$ cat src/rtl/key_debouncer.sv
`default_nettype none
// ----------------------------------------------------------------------------
// key_debouncer : 2-flop synchroniser plus per-key stability-counter debouncer
// rev 1.0
// ----------------------------------------------------------------------------
module key_debouncer #(
  parameter int N_KEYS          = 4,
  parameter int DEBOUNCE_CYCLES = 500000,
  parameter int CNT_W           = 20
) (
  input  logic              clk,
  input  logic              reset,
  input  logic [N_KEYS-1:0] key_raw,
  output logic [N_KEYS-1:0] key_clean,
  output logic [N_KEYS-1:0] press_pulse,
  output logic [N_KEYS-1:0] release_pulse,
  output logic [N_KEYS-1:0] busy
);

  typedef enum logic [1:0] {
    ST_STABLE_HI = 2'd0,
    ST_CHECK_LO  = 2'd1,
    ST_STABLE_LO = 2'd2,
    ST_CHECK_HI  = 2'd3
  } state_t;

  localparam logic [CNT_W-1:0] C_CNT_LAST = CNT_W'(DEBOUNCE_CYCLES - 1);
  localparam logic [CNT_W-1:0] C_CNT_ONE  = CNT_W'(1);

  logic [N_KEYS-1:0] r_sync1;
  logic [N_KEYS-1:0] r_sync2;

  // Released level (1) is the safe idle value for both synchroniser flops.
  always_ff @(posedge clk) begin
    if (!reset) begin
      r_sync1 <= '1;
      r_sync2 <= '1;
    end else begin
      r_sync1 <= key_raw;
      r_sync2 <= r_sync1;
    end
  end

  for (genvar i = 0; i < N_KEYS; i++) begin : g_key
    state_t           r_state;
    logic [CNT_W-1:0] r_cnt;
    logic             r_clean;
    logic             r_press;
    logic             r_release;

    always_ff @(posedge clk) begin
      if (!reset) begin
        r_state   <= ST_STABLE_HI;
        r_cnt     <= '0;
        r_clean   <= 1'b1;
        r_press   <= 1'b0;
        r_release <= 1'b0;
      end else begin
        r_press   <= 1'b0;
        r_release <= 1'b0;
        case (r_state)
          ST_STABLE_HI: begin
            if (!r_sync2[i]) begin
              r_state <= ST_CHECK_LO;
              r_cnt   <= '0;
            end
          end
          ST_CHECK_LO: begin
            if (r_sync2[i]) begin
              r_state <= ST_STABLE_HI;
              r_cnt   <= '0;
            end else if (r_cnt == C_CNT_LAST) begin
              r_state <= ST_STABLE_LO;
              r_cnt   <= '0;
              r_clean <= 1'b0;
              r_press <= 1'b1;
            end else begin
              r_cnt <= r_cnt + C_CNT_ONE;
            end
          end
          ST_STABLE_LO: begin
            if (r_sync2[i]) begin
              r_state <= ST_CHECK_HI;
              r_cnt   <= '0;
            end
          end
          ST_CHECK_HI: begin
            if (!r_sync2[i]) begin
              r_state <= ST_STABLE_LO;
              r_cnt   <= '0;
            end else if (r_cnt == C_CNT_LAST) begin
              r_state   <= ST_STABLE_HI;
              r_cnt     <= '0;
              r_clean   <= 1'b1;
              r_release <= 1'b1;
            end else begin
              r_cnt <= r_cnt + C_CNT_ONE;
            end
          end
          default: begin
            r_state <= ST_STABLE_HI;
            r_cnt   <= '0;
            r_clean <= 1'b1;
          end
        endcase
      end
    end

    assign key_clean[i]     = r_clean;
    assign press_pulse[i]   = r_press;
    assign release_pulse[i] = r_release;
    assign busy[i]          = (r_state == ST_CHECK_LO) || (r_state == ST_CHECK_HI);
  end

endmodule
`default_nettype wire

$ cat config.mk
export PLATFORM = sky130hd
export DESIGN_NAME = key_debouncer
export DESIGN_NICKNAME = d
export VERILOG_FILES = /design/src/rtl/key_debouncer.sv
export SDC_FILE = /design/constraint.sdc
export NUM_CORES = 1
export LEC_CHECK = 0
export ABC_AREA = 1
export CORE_MARGIN = 10
export CORE_UTILIZATION = 52
export CTS_BUF_LIST = sky130_fd_sc_hd__clkbuf_4 sky130_fd_sc_hd__clkbuf_8
export DETAILED_ROUTE_END_ITERATION = 6
export GPL_TIMING_DRIVEN = 0
export PLACE_DENSITY = 0.7
export SYNTH_ARGS = -nofsm -noshare
export SYNTH_HDL_FRONTEND = slang
export SYNTH_SLANG_ARGS = --single-unit
$ cat constraint.sdc
create_clock -name clk -period 1.76 [get_ports clk]
set_input_delay 0.264 -clock clk [delete_from_list [all_inputs] [get_ports clk]]
set_output_delay 0.264 -clock clk [all_outputs]
set_load 0.02 [all_outputs]
==> key figures, run 1 <==
Clock tree
  – CTS clk-pin slew, worst paths: 0.10 ns
  – CTS sink count: about 110
  – Clock buffers created by TritonCTS: 9
  – Clock insertion delay at the later pin of the skew report: 0.39 ns
  – Maximum root-to-sink buffer count: 2
  – Hold buffer count at cts: 0
  – Root cell of the clock tree: clkbuf_8
  – CTS tree: built
  – # H-tree levels: 3

Floorplanning
  – Initial Util: 53.5%
  – Die outline height: 126 µm
  – Std-Cell Core Area: 10900 µm²
  – Horizontal die dimension: 126 µm
  – Num ports: 22
  – Total number of placement rows: 38
  – Die Footprint: around 16000 µm²

Min path
  – Worst hold path type: primary input to flip-flop

Synth
  – Top cell type's share of synthesized area: 37.0%
  – Number of enable flip-flop cells after synthesis: 0
  – Fraction of the yosys area taken by sequential cells: 37.0%
  – Cell types with the largest area share after synthesis: dfxtp_1 37%, nand2_1 15%, nor2_1 6.9%
  – Synthesized Nets: 893
  – Synth cell count leaders: 231 x nand2_1, 108 x dfxtp_1, 107 x nor2_1, 104 x inv_1, 60 x nand3_1
  – Mean area per synthesized cell: 6.62 µm²
  – Area leader, netlist: dfxtp_1
  – Cell with the most instances after synthesis: nand2_1
  – Count of mapped cells out of synthesis: 883
  – Number of storage elements in the synthesis netlist: 108
  – Warnings, synthesis: 0
  – Prevailing post-synth register cell: dfxtp_1
  – Count of cell types in the netlist: 40
  – Total standard cell area after synthesis: 5850 µm²
  – Synth async-reset ratio: 0%

STA
  – Final Hold Fails: 0
  – Pins Over Slew Limit: 0
  – Final setup skew: 0.0109 ns
  – Final setup violating endpoints: 0
  – Relative slew slack: approximately 50%
  – Slew at the pin closest to its max-slew limit: about 0.75 ns
  – Crit share post-route: 96.0%
  – Tmin final: roughly 1.7 ns
  – Maximum clock rate: 592 MHz

Setup path
  – Endpoint class of the critical path: output pin
  – Data arrival time at the worst-slack endpoint: 1.42 ns
  – Critical Setup Path Class: flip-flop to output pin
  – Data required time of the worst path: 1.50 ns
  – Highest net fanout along the worst path: 2
  – Startpoint type of the worst setup path: flip-flop

Layout
  – Final net count: 934
  – Antenna diodes: 0
  – Post-route insts no fill: 1069
  – Area growth from synthesis to layout: 14.0%
  – Post-layout utilization of the core: 61.0%
  – Fraction of final layout cells sized beyond drive strength 1: 12.5%

Global route
  – Aggregate global-route resource usage: between 15 and 20%
  – Vias in the first global route: 4992
  – Pin count of the biggest net entering global routing: 19
  – Remaining Overflow, GRT: 0
  – Wire length of the first global-routing pass: 22800 µm
  – Number of antenna violations at the first check in global routing: 0

Drt
  – Final antenna-violating net count: 0
  – Routed wire length: 14100 µm
  – Count of routing violations after the opening detailed-route iteration: 509
  – Vias: 5677
  – Total DRC errors in the routed layout: 0
  – Per-cell via count in the routed design: 5.31
  – Wire per inst: 13.2 µm
  – Pre-Repair DR Iteration Count: 6

Pwr
  – Lkg Pwr: ~2.6 nW
  – Design Power: 0.00451 W
  – Worst vdd ir: 0.723 mV
  – Power per standard cell area: approximately 680 nW/µm²

Placed design
  – Global placement routability congestion: 0.897
  – Count of port buffers added during placement: 20
  – Number of placed cells counting well taps: 1043
  – Total half-perimeter wirelength after legalization and detailed placement: 9950 µm

Outcome
  – Result of the run: finished, final reports clean

Job
  – Number of max-capacitance violations reported: 0
layout make-up:
| class | instances | area [µm²] |
|---|---|---|
| plain buffers | 39 | 240 |
| clock buffers | 11 | 151 |
| clock inverters | 5 | 88.8 |
| fillers | 1027 | 4270 |
| inverters | 106 | 398 |
| multi-input cells | 630 | 3150 |
| flip-flops and latches | 108 | 2170 |
| well taps | 140 | 175 |
| repair buffers | 30 | 287 |
metal layers:
layer	GRT usage (%)	wire length, µm
met1	21.2	6500
met3	4.70	860
met5	0	0
met4	4.09	151
met2	27.3	6570
power by group:
part | total, W | switching (W) | internal (W) | leakage, nW
clock network | 0.00178 | 0.000883 | 0.000897 | 0.122
logic | 0.000255 | 0.000175 | 0.0000807 | 1.59
registers | 0.00247 | 0.0000136 | 0.00246 | 0.877
registers in the layout, summed over array words and instances, names as in the netlist, named ones only:
register / flops
g_key.r_release: 4
g_key.r_clean: 4
g_key.r_state: 4
r_sync2: 4
g_key.r_press: 4
g_key.r_cnt: 80
r_sync1: 4
stage by stage:
stage / setup TNS, ns / worst slack (ns) / area (µm²) / hold WS [ns]
floorplan: 0 / 0.235 / 5850 / 0.371
global placement: -0.00978 / -0.00374 / 6220 / 0.396
detailed placement: -0.562 / -0.0519 / 6220 / 0.405
CTS: 0 / 0.00520 / 6470 / 0.228
global route: -0.0171 / -0.0101 / 6670 / 0.269
finish: 0 / 0.0711 / 6670 / 0.269
path summary, 6_finish.rpt:
path	depth (start not counted)	slack, ns	start	endpoint
worst max-delay path	2	0.07	g_key[0].r_clean	key_clean[0]
worst min-delay path	3	0.27	reset	g_key[1].r_cnt[9]
worst max register to register	9	0.08	g_key[2].r_cnt[1]	g_key[2].r_cnt[16]
worst min register to register	1	0.42	r_sync1[1]	r_sync2[1]
cell usage in the layout (no fill, tap or decap), types with 2 or more instances in the layout:
| master | count |
|---|---|
| a211oi_1 | 2 |
| a21oi_1 | 58 |
| buf_2 | 7 |
| buf_4 | 22 |
| buf_6 | 6 |
| bufinv_16 | 2 |
| clkbuf_1 | 11 |
| clkbuf_2 | 2 |
| clkbuf_8 | 11 |
| clkdlybuf4s50_1 | 14 |
| dfxtp_1 | 100 |
| dfxtp_2 | 7 |
| dlygate4sd2_1 | 3 |
| dlymetal6s2s_1 | 3 |
| ha_2 | 2 |
| inv_1 | 104 |
| inv_2 | 2 |
| nand2_1 | 226 |
| nand2_2 | 8 |
| nand3_1 | 59 |
| nand3_2 | 2 |
| nand3_4 | 2 |
| nand3b_1 | 6 |
| nand4_1 | 30 |
| nor2_1 | 105 |
| nor2_2 | 8 |
| nor2_4 | 12 |
| nor3_1 | 15 |
| nor3_2 | 2 |
| nor4_1 | 3 |
| o211a_1 | 3 |
| o21a_1 | 5 |
| o21ai_0 | 40 |
| o21ai_4 | 2 |
| o21bai_1 | 5 |
| or2_0 | 2 |
| or2_2 | 10 |
| xnor2_1 | 3 |
| xor2_1 | 9 |
cells by family (layout without fill, tap and decap cells):
| logic type | after synthesis | count (layout) | share of synthesized area, % |
|---|---|---|---|
| XOR/XNOR | 13 | 13 | 2.08 |
| adder cells (fa/ha/maj) | 4 | 4 | 0.856 |
| flip-flops | 108 | 108 | 37.0 |
| buffers and inverters | 145 | 191 | 10.8 |
| AO/OA/AOI/OAI | 120 | 120 | 11.4 |
| AND/OR/NAND/NOR | 493 | 493 | 37.8 |
critical path, stage by stage (launching register included):
cell and delay (ns):
dfxtp_1 0.34, buf_4 0.10, clkdlybuf4s50_1 0.59
what timing repair did:
item,CTS,global route
cloned,0,1
setup endpoints to repair,24,51
pin swaps,1,7
gates resized for setup,6,37
buffers inserted,1,8
No activity file was read; power rests on OpenSTA's default activity.
==> run 2, diff against run 1 <==
--- a/config.mk
+++ b/config.mk
@@ -11,7 +11,7 @@
 export CTS_BUF_LIST = sky130_fd_sc_hd__clkbuf_4 sky130_fd_sc_hd__clkbuf_8
 export DETAILED_ROUTE_END_ITERATION = 6
 export GPL_TIMING_DRIVEN = 0
-export PLACE_DENSITY = 0.7
+export PLACE_DENSITY = 0.72
 export SYNTH_ARGS = -nofsm -noshare
 export SYNTH_HDL_FRONTEND = slang
 export SYNTH_SLANG_ARGS = --single-unit
==> constraint.sdc (replaced) <==
create_clock -name clk -period 1.4 [get_ports clk]
set_input_delay 0.21 -clock clk [delete_from_list [all_inputs] [get_ports clk]]
set_output_delay 0.21 -clock clk [all_outputs]
set_load 0.02 [all_outputs]
==> key figures, run 2 (synthesis gave the netlist of run 1 again) <==
Setup path
  – Critical Setup Path Class: flip-flop to flip-flop
  – Series of cell instances along the critical path: ha_4 -> nand2_4 -> nor2_4 -> nand3_4 -> nor2_4 -> nor2_4 -> o21ai_4 -> buf_6 -> nor2_1
  – Endpoint class of the critical path: flip-flop
  – Category of cells accounting for the largest share of critical-path delay: simple AND/OR/NAND/NOR gates
  – Data required time of the worst path: 1.70 ns (+0.20 ns)
  – Worst-case register-to-register setup slack: -0.19 ns (-0.27 ns)
  – Cell with the largest stage delay on the worst path: dfxtp_4
  – Endpoint of the most critical register-to-register path: g_key[2].r_cnt[10]
  – R2r worst-path depth: 9 (unchanged)
  – Cell with the most instances on the worst path: nor2_4
  – WP buf/inv: 1 (-1)
  – Worst path max stage delay: 0.38 ns (-0.21 ns)
  – Startpoint type of the worst setup path: flip-flop
  – Highest net fanout along the worst path: 5 (+3)
  – Data arrival time at the worst-slack endpoint: 1.89 ns (+0.47 ns)
  – Startpoint of the worst register-to-register path: g_key[2].r_cnt[1]

Layout
  – Number of flip-flops in the largest register: 80 (unchanged)
  – Register name with the most flops: g_key.r_cnt
  – Leading cell types in the layout, fill and taps excluded: 201 x nand2_1, 95 x inv_1, 72 x nor2_1
  – Most common cell after layout, fill and taps aside: nand2_1
  – Final net count: 985 (+5.5%)
  – Fraction of final layout cells sized beyond drive strength 1: 34.5% (+22 points)
  – Post-route cell area: 7850 µm² (+18%)
  – Antenna diodes: 0 (unchanged)
  – Area growth from synthesis to layout: 34.1%

STA
  – Worst-case setup margin in the final layout: -0.191 ns (-0.262 ns)
  – RSZ-0062 raised after global routing: true
  – Final Hold Fails: 0 (unchanged)
  – Maximum clock rate: 629 MHz
  – Relative slew slack: 43.7% (-6.4 points)
  – Pins Over Slew Limit: 0 (unchanged)
  – Tmin final: 1.59 ns
  – Final setup skew: 0.0136 ns (+0.00277 ns)
  – Slew at the pin closest to its max-slew limit: 0.845 ns (+0.0960 ns)
  – Final setup violating endpoints: 79 (+79)
  – Crit share post-route: 114%

Global route
  – Aggregate global-route resource usage: 19.1% (+2.4 points)
  – Wire length of the first global-routing pass: 26100 µm (+15%)
  – Vias in the first global route: 5822 (+17%)
  – Remaining Overflow, GRT: 0 (unchanged)
  – Pin count of the biggest net entering global routing: 20 (+1)
  – Number of antenna violations at the first check in global routing: 0 (unchanged)

Drt
  – Wire per inst: 14.6 µm (+11%)
  – Total DRC errors in the routed layout: 0 (unchanged)
  – Vias: 6071 (+6.9%)
  – Final antenna-violating net count: 0 (unchanged)
  – Pre-Repair DR Iteration Count: 6 (unchanged)
  – Per-cell via count in the routed design: 5.42 (+2.1%)
  – Count of routing violations after the opening detailed-route iteration: 500 (-1.8%)
  – Routed wire length: 16400 µm (+16%)

Outcome
  – Result of the run: complete, but fails checks
  – Violations in the final reports: negative setup slack

Clock tree
  – Clock insertion delay at the later pin of the skew report: 0.40 ns (about the same)
  – CTS clk-pin slew, worst paths: 0.11 ns (about the same)
  – Clock buffers created by TritonCTS: 9 (unchanged)
  – CTS tree: built
  – # H-tree levels: 3 (unchanged)
  – Root cell of the clock tree: clkbuf_8
  – CTS sink count: 108 (unchanged)
  – Maximum root-to-sink buffer count: 2 (unchanged)

Floorplanning
  – Horizontal die dimension: 126 µm (unchanged)
  – Num ports: 22 (unchanged)
  – Die Footprint: 15900 µm² (unchanged)
  – Initial Util: 53.5% (unchanged)
  – Die outline height: 126 µm (unchanged)
  – Total number of placement rows: 38 (unchanged)
  – Std-Cell Core Area: 10900 µm² (unchanged)

Job
  – Number of max-capacitance violations reported: 0 (unchanged)

Pwr
  – Lkg Pwr: 3.13 nW (+21%)
  – Worst vdd ir: 0.808 mV (+12%)
  – Power per standard cell area: 687 nW/µm² (+1.6%)

Min path
  – Worst hold path type: primary input to flip-flop
  – Worst Min Path Start: reset
  – Number of cells on the worst hold path: 3 (unchanged)
  – Endpoint of the worst hold path: g_key[1].r_cnt[9]

Placed design
  – Total cell area at the placement stage: 6310 µm² (+1.4%)
  – Global placement routability congestion: 0.883 (-1.6%)
  – Total half-perimeter wirelength after legalization and detailed placement: 10100 µm (+2.0%)
  – Worst slack at placement: -0.293 ns (-0.241 ns)
  – Count of port buffers added during placement: 20 (unchanged)
-- run 2: layer usage --
| layer | vias up | share of wire, % | track usage (%) |
|---|---|---|---|
| li1 | 3017 | - | - |
| met1 | 2820 | 43 | 22.7 |
| met2 | 189 | 50 | 32.5 |
| met3 | 45 | 5.2 | 4.24 |
| met4 | 0 | 2.7 | 7.70 |
| met5 | - | 0 | 0 |
-- run 2: how the worst max path moves through the flow --
| stage | end | depth (start not counted) | startpoint | slack, ns |
|---|---|---|---|---|
| floorplan | g_key[2].r_cnt[17] | 9 | g_key[2].r_cnt[1] | -0.07 |
| global placement | g_key[2].r_cnt[13] | 9 | g_key[2].r_cnt[1] | -0.25 |
| detailed placement | g_key[2].r_cnt[13] | 9 | g_key[2].r_cnt[1] | -0.29 |
| CTS | g_key[2].r_cnt[10] | 9 | g_key[2].r_cnt[1] | -0.14 |
| global route | g_key[2].r_cnt[10] | 8 | g_key[2].r_cnt[8] | -0.27 |
| finish | g_key[2].r_cnt[10] | 9 | g_key[2].r_cnt[1] | -0.19 |
-- run 2: worst min-delay path: stages --
cell	delay (ns)
buf_2	0.18
nand2_1	0.13
a21oi_2	0.06
-- run 2: area by class of cell --
| type | count | area (µm²) |
|---|---|---|
| multi-input cells | 630 | 3830 |
| repair buffers | 82 | 738 |
| well taps | 140 | 175 |
| clock buffers | 9 | 124 |
| inverters | 106 | 405 |
| plain buffers | 38 | 273 |
| flip-flops and latches | 108 | 2240 |
| fillers | 850 | 3090 |
| clock inverters | 7 | 62.6 |
-- run 2: power breakdown --
part	internal [W]	total (W)	switching, W
combinational	0.000156	0.000434	0.000278
clock	0.000678	0.00185	0.00118
sequential	0.00308	0.00310	0.0000207
total	0.00391	0.00539	0.00148
-- run 2: metrics by stage --
stage	TNS (ns)	std cells	hold slack [ns]	total power [W]	util (%)
2_1_floorplan	-0.713	883	0.317	0.00338	-
3_3_place_gp	-9.18	1043	0.399	0.00348	57.7
3_5_place_dp	-11.83	1043	0.403	0.00348	57.7
4_1_cts	-4.30	1108	0.202	0.00537	67.4
5_1_grt	-14.72	1120	0.218	0.00556	71.7
6_report	-7.18	1120	0.214	0.00539	71.7
-- run 2: repair_timing --
| action | in CTS | in global routing |
|---|---|---|
| setup endpoints to repair | 106 | 104 |
| endpoints found under the hold margin | 0 | 0 |
| hold buffers | 0 | 0 |
| gates cloned | 4 | 0 |
| pin swaps | 55 | 59 |
| gates resized for setup | 190 | 126 |
| buffers inserted | 45 | 16 |
==> run 3, diff against run 2 <==
--- a/config.mk
+++ b/config.mk
@@ -12,6 +12,7 @@
 export DETAILED_ROUTE_END_ITERATION = 6
 export GPL_TIMING_DRIVEN = 0
 export PLACE_DENSITY = 0.72
+export SLEW_MARGIN = 20
 export SYNTH_ARGS = -nofsm -noshare
 export SYNTH_HDL_FRONTEND = slang
 export SYNTH_SLANG_ARGS = --single-unit
==> results of run 3 <==
No change in the layout: final DEF, timing and power equal those of run 2.
==> variant (flow settings as in run 2) <==
Set the parameter `N_KEYS` to 8 (it was 4).
--- a/src/rtl/key_debouncer.sv
+++ b/src/rtl/key_debouncer.sv
@@ -4,7 +4,7 @@
 // rev 1.0
 // ----------------------------------------------------------------------------
 module key_debouncer #(
-  parameter int N_KEYS          = 4,
+  parameter int N_KEYS          = 8,
   parameter int DEBOUNCE_CYCLES = 500000,
   parameter int CNT_W           = 20
 ) (
Ports: changed (5 resized); port bits go from 22 to 42. No check against the original RTL was run, so the function may have changed too.
==> variant against run 2 <==
- the flow still finishes with violations (setup timing)
- sequential cell count up 108
- cell area grew 110%
- sequential share of layout area fell by 0.59 points
- routed wire length increased by 110%
- worst hold slack worse by 0.081 ns
- total power grew to 2.6 times the old value
- synthesized cell count increased by 97%
- setup slack got worse by 0.039 ns
- first-iteration DRC count up 97%
- critical path depth grew 2
- global-route usage increased by 2.0 points
- area after synthesis up 100%
- combinational power is 120% higher
==> variant: results (changes against run 2) <==
worst_setup_path:
  arrival_ns: 2.06  # +0.17 ns
  r2r-start: "g_key[4].r_cnt[4]$_SDFFE_PN0P_"
  reg2regPathDepth: 11  # +2
  criticalPathCategory: "reg -> reg"
  critical_path.max_fanout: 5  # unchanged
  critPathTopFamily: "simple AND/OR/NAND/NOR gates"
  slowest_stage: "dfxtp_1"
  slowest_delay_ns: 0.41  # +0.03 ns
grt:
  grt_max_degree: 11  # -45%
  grt_pass1_wl_mm: 51.6  # +97%
  grt_pass1_vias: 10900  # +88%
  gr-usage-all-layers_pct: 21.0  # +2.0 points
  antenna_found_initial: 0  # unchanged
clocking:
  clkLatencyLatePin_ns: 0.54  # +0.14 ns
  path_clk_slew_ns: 0.07  # -0.04 ns
  htreeDepth: 2  # -1
  cts_root_buffer: "clkbuf_8"
  cts_buffer_depth: 3  # +1
  cts_hold_buf: 0  # unchanged
  numCtsBuffers: 39  # +30
pwr:
  leakage_uw: 0.00634  # +100%
  ir_drop_v: 0.000991  # +23%
status:
  violations: "setup timing"
  status: "finished, violations left"
min_path:
  min_path_type: "in -> reg"
  min_path_cells: 3  # unchanged
  hold_start: "reset"
placement:
  port_buffers: 40  # +100%
  gp_congestion: 0.933  # +5.7%
  place_inst: 2059  # +97%
  dp_hpwl_mm: 20.4  # +100%
  pre_cts_ws_ns: -0.529  # -0.237 ns
sta:
  setup-violations-final: 165  # +110%
  worst_slack_ns: -0.230  # -0.0394 ns
  fin_skew_ns: 0.0166  # +0.00299 ns
  slew_headroom_pct: 32.7  # -11 points
drt:
  drtIter0Drc: 987  # +97%
  firstDrtPassIters: 5  # -1
  wire_per_inst_um: 15.5  # +5.6%
  vias: 12300  # +100%
  drt-total-wl_mm: 34.9  # +110%
yosys:
  ys_top_cells_by_count: "nand2_1, inv_1, dfxtp_1, nor2_1, nand3_1"
  synth_cells: 1739  # +97%
  synthesis.nets: 1757  # +97%
  ys_seq_area_share_pct: 37.0  # +0.067 points
  async_flop_share_pct: 0  # unchanged
  synth_cell_types: 49  # +23%
  synth_top_cells_by_area: "dfxtp_1, nand2_1, inv_1"
  yosys_warnings: 0  # unchanged
cells_and_area:
  diodes: 0  # unchanged
  nets: 1966  # +100%
  largest_reg_flops: 160  # +100%
  drive_gt1_share_pct: 41.1  # +6.6 points
  regMostFlops: "g_key.r_cnt"
-- variant: path summary, 6_finish.rpt --
kind	end	slack, ns
worst max-delay path	g_key[4].r_cnt[3]$_SDFFE_PN0P_	-0.23
worst min-delay path	g_key[7].r_cnt[5]$_SDFFE_PN0P_	0.13
worst max register to register	g_key[4].r_cnt[3]$_SDFFE_PN0P_	-0.23
worst min register to register	r_sync2[4]$_SDFF_PN1_	0.41
-- variant: where the power goes --
part | leakage, uW | switching [uW] | internal, uW
Combinational | 0.00408 | 604 | 339
Sequential | 0.00180 | 51.7 | 6140
Clock | 0.000459 | 2710 | 3910
Total | 0.00634 | 3370 | 10400
-- variant: final cells by class --
cell class / count / area (um2)
clock inverter: 9 / 104
timing repair buffer: 168 / 1400
fill: 1550 / 5720
sequential: 216 / 4540
inverter: 235 / 910
multi-input combinational: 1222 / 7690
clock buffer: 60 / 776
buffer: 66 / 475
tap: 280 / 350
-- variant: cells by family after synthesis --
family,count (synthesis),share of synthesized area (%)
XOR/XNOR,30,2.25
buffers and inverters,301,11.0
AND/OR/NAND/NOR,984,39.6
adder cells (fa/ha/maj),8,0.857
AO/OA/AOI/OAI,200,9.30
flip-flops,216,37.0
-- variant: what timing repair did --
item | 4_1_cts | 5_1_grt
endpoints found under the setup margin | 193 | 200
gates resized for setup | 386 | 392
buffers inserted | 58 | 63
pin swaps | 68 | 129
gates cloned | 8 | 1
endpoints found under the hold margin | 0 | 0
-- variant: worst reg2reg max path, delay by kind of cell (launching register included) --
kind,cells,cell delay [ns]
buffers and inverters,3,0.37
DFF,1,0.41
and+or+nand+nor,8,0.74
-- variant: stage by stage --
stage	util [%]	cell area (um2)	total power [uW]	TNS (ns)
2_1_floorplan	-	11800	6770	-0.0845
3_3_place_gp	57.1	12500	7010	-41.80
3_5_place_dp	57.1	12500	7020	-47.23
4_1_cts	66.3	14500	13800	-8.29
5_1_grt	74.0	16200	14200	-26.08
6_report	74.0	16200	13800	-12.44
-- variant: metal layers --
layer	routed length [um]	track usage, %	part of all wire, %
met5	0	0	0
met1	14500	26.7	42
met3	2270	3.05	6.5
met2	17100	35.3	49
met4	993	8.28	2.8
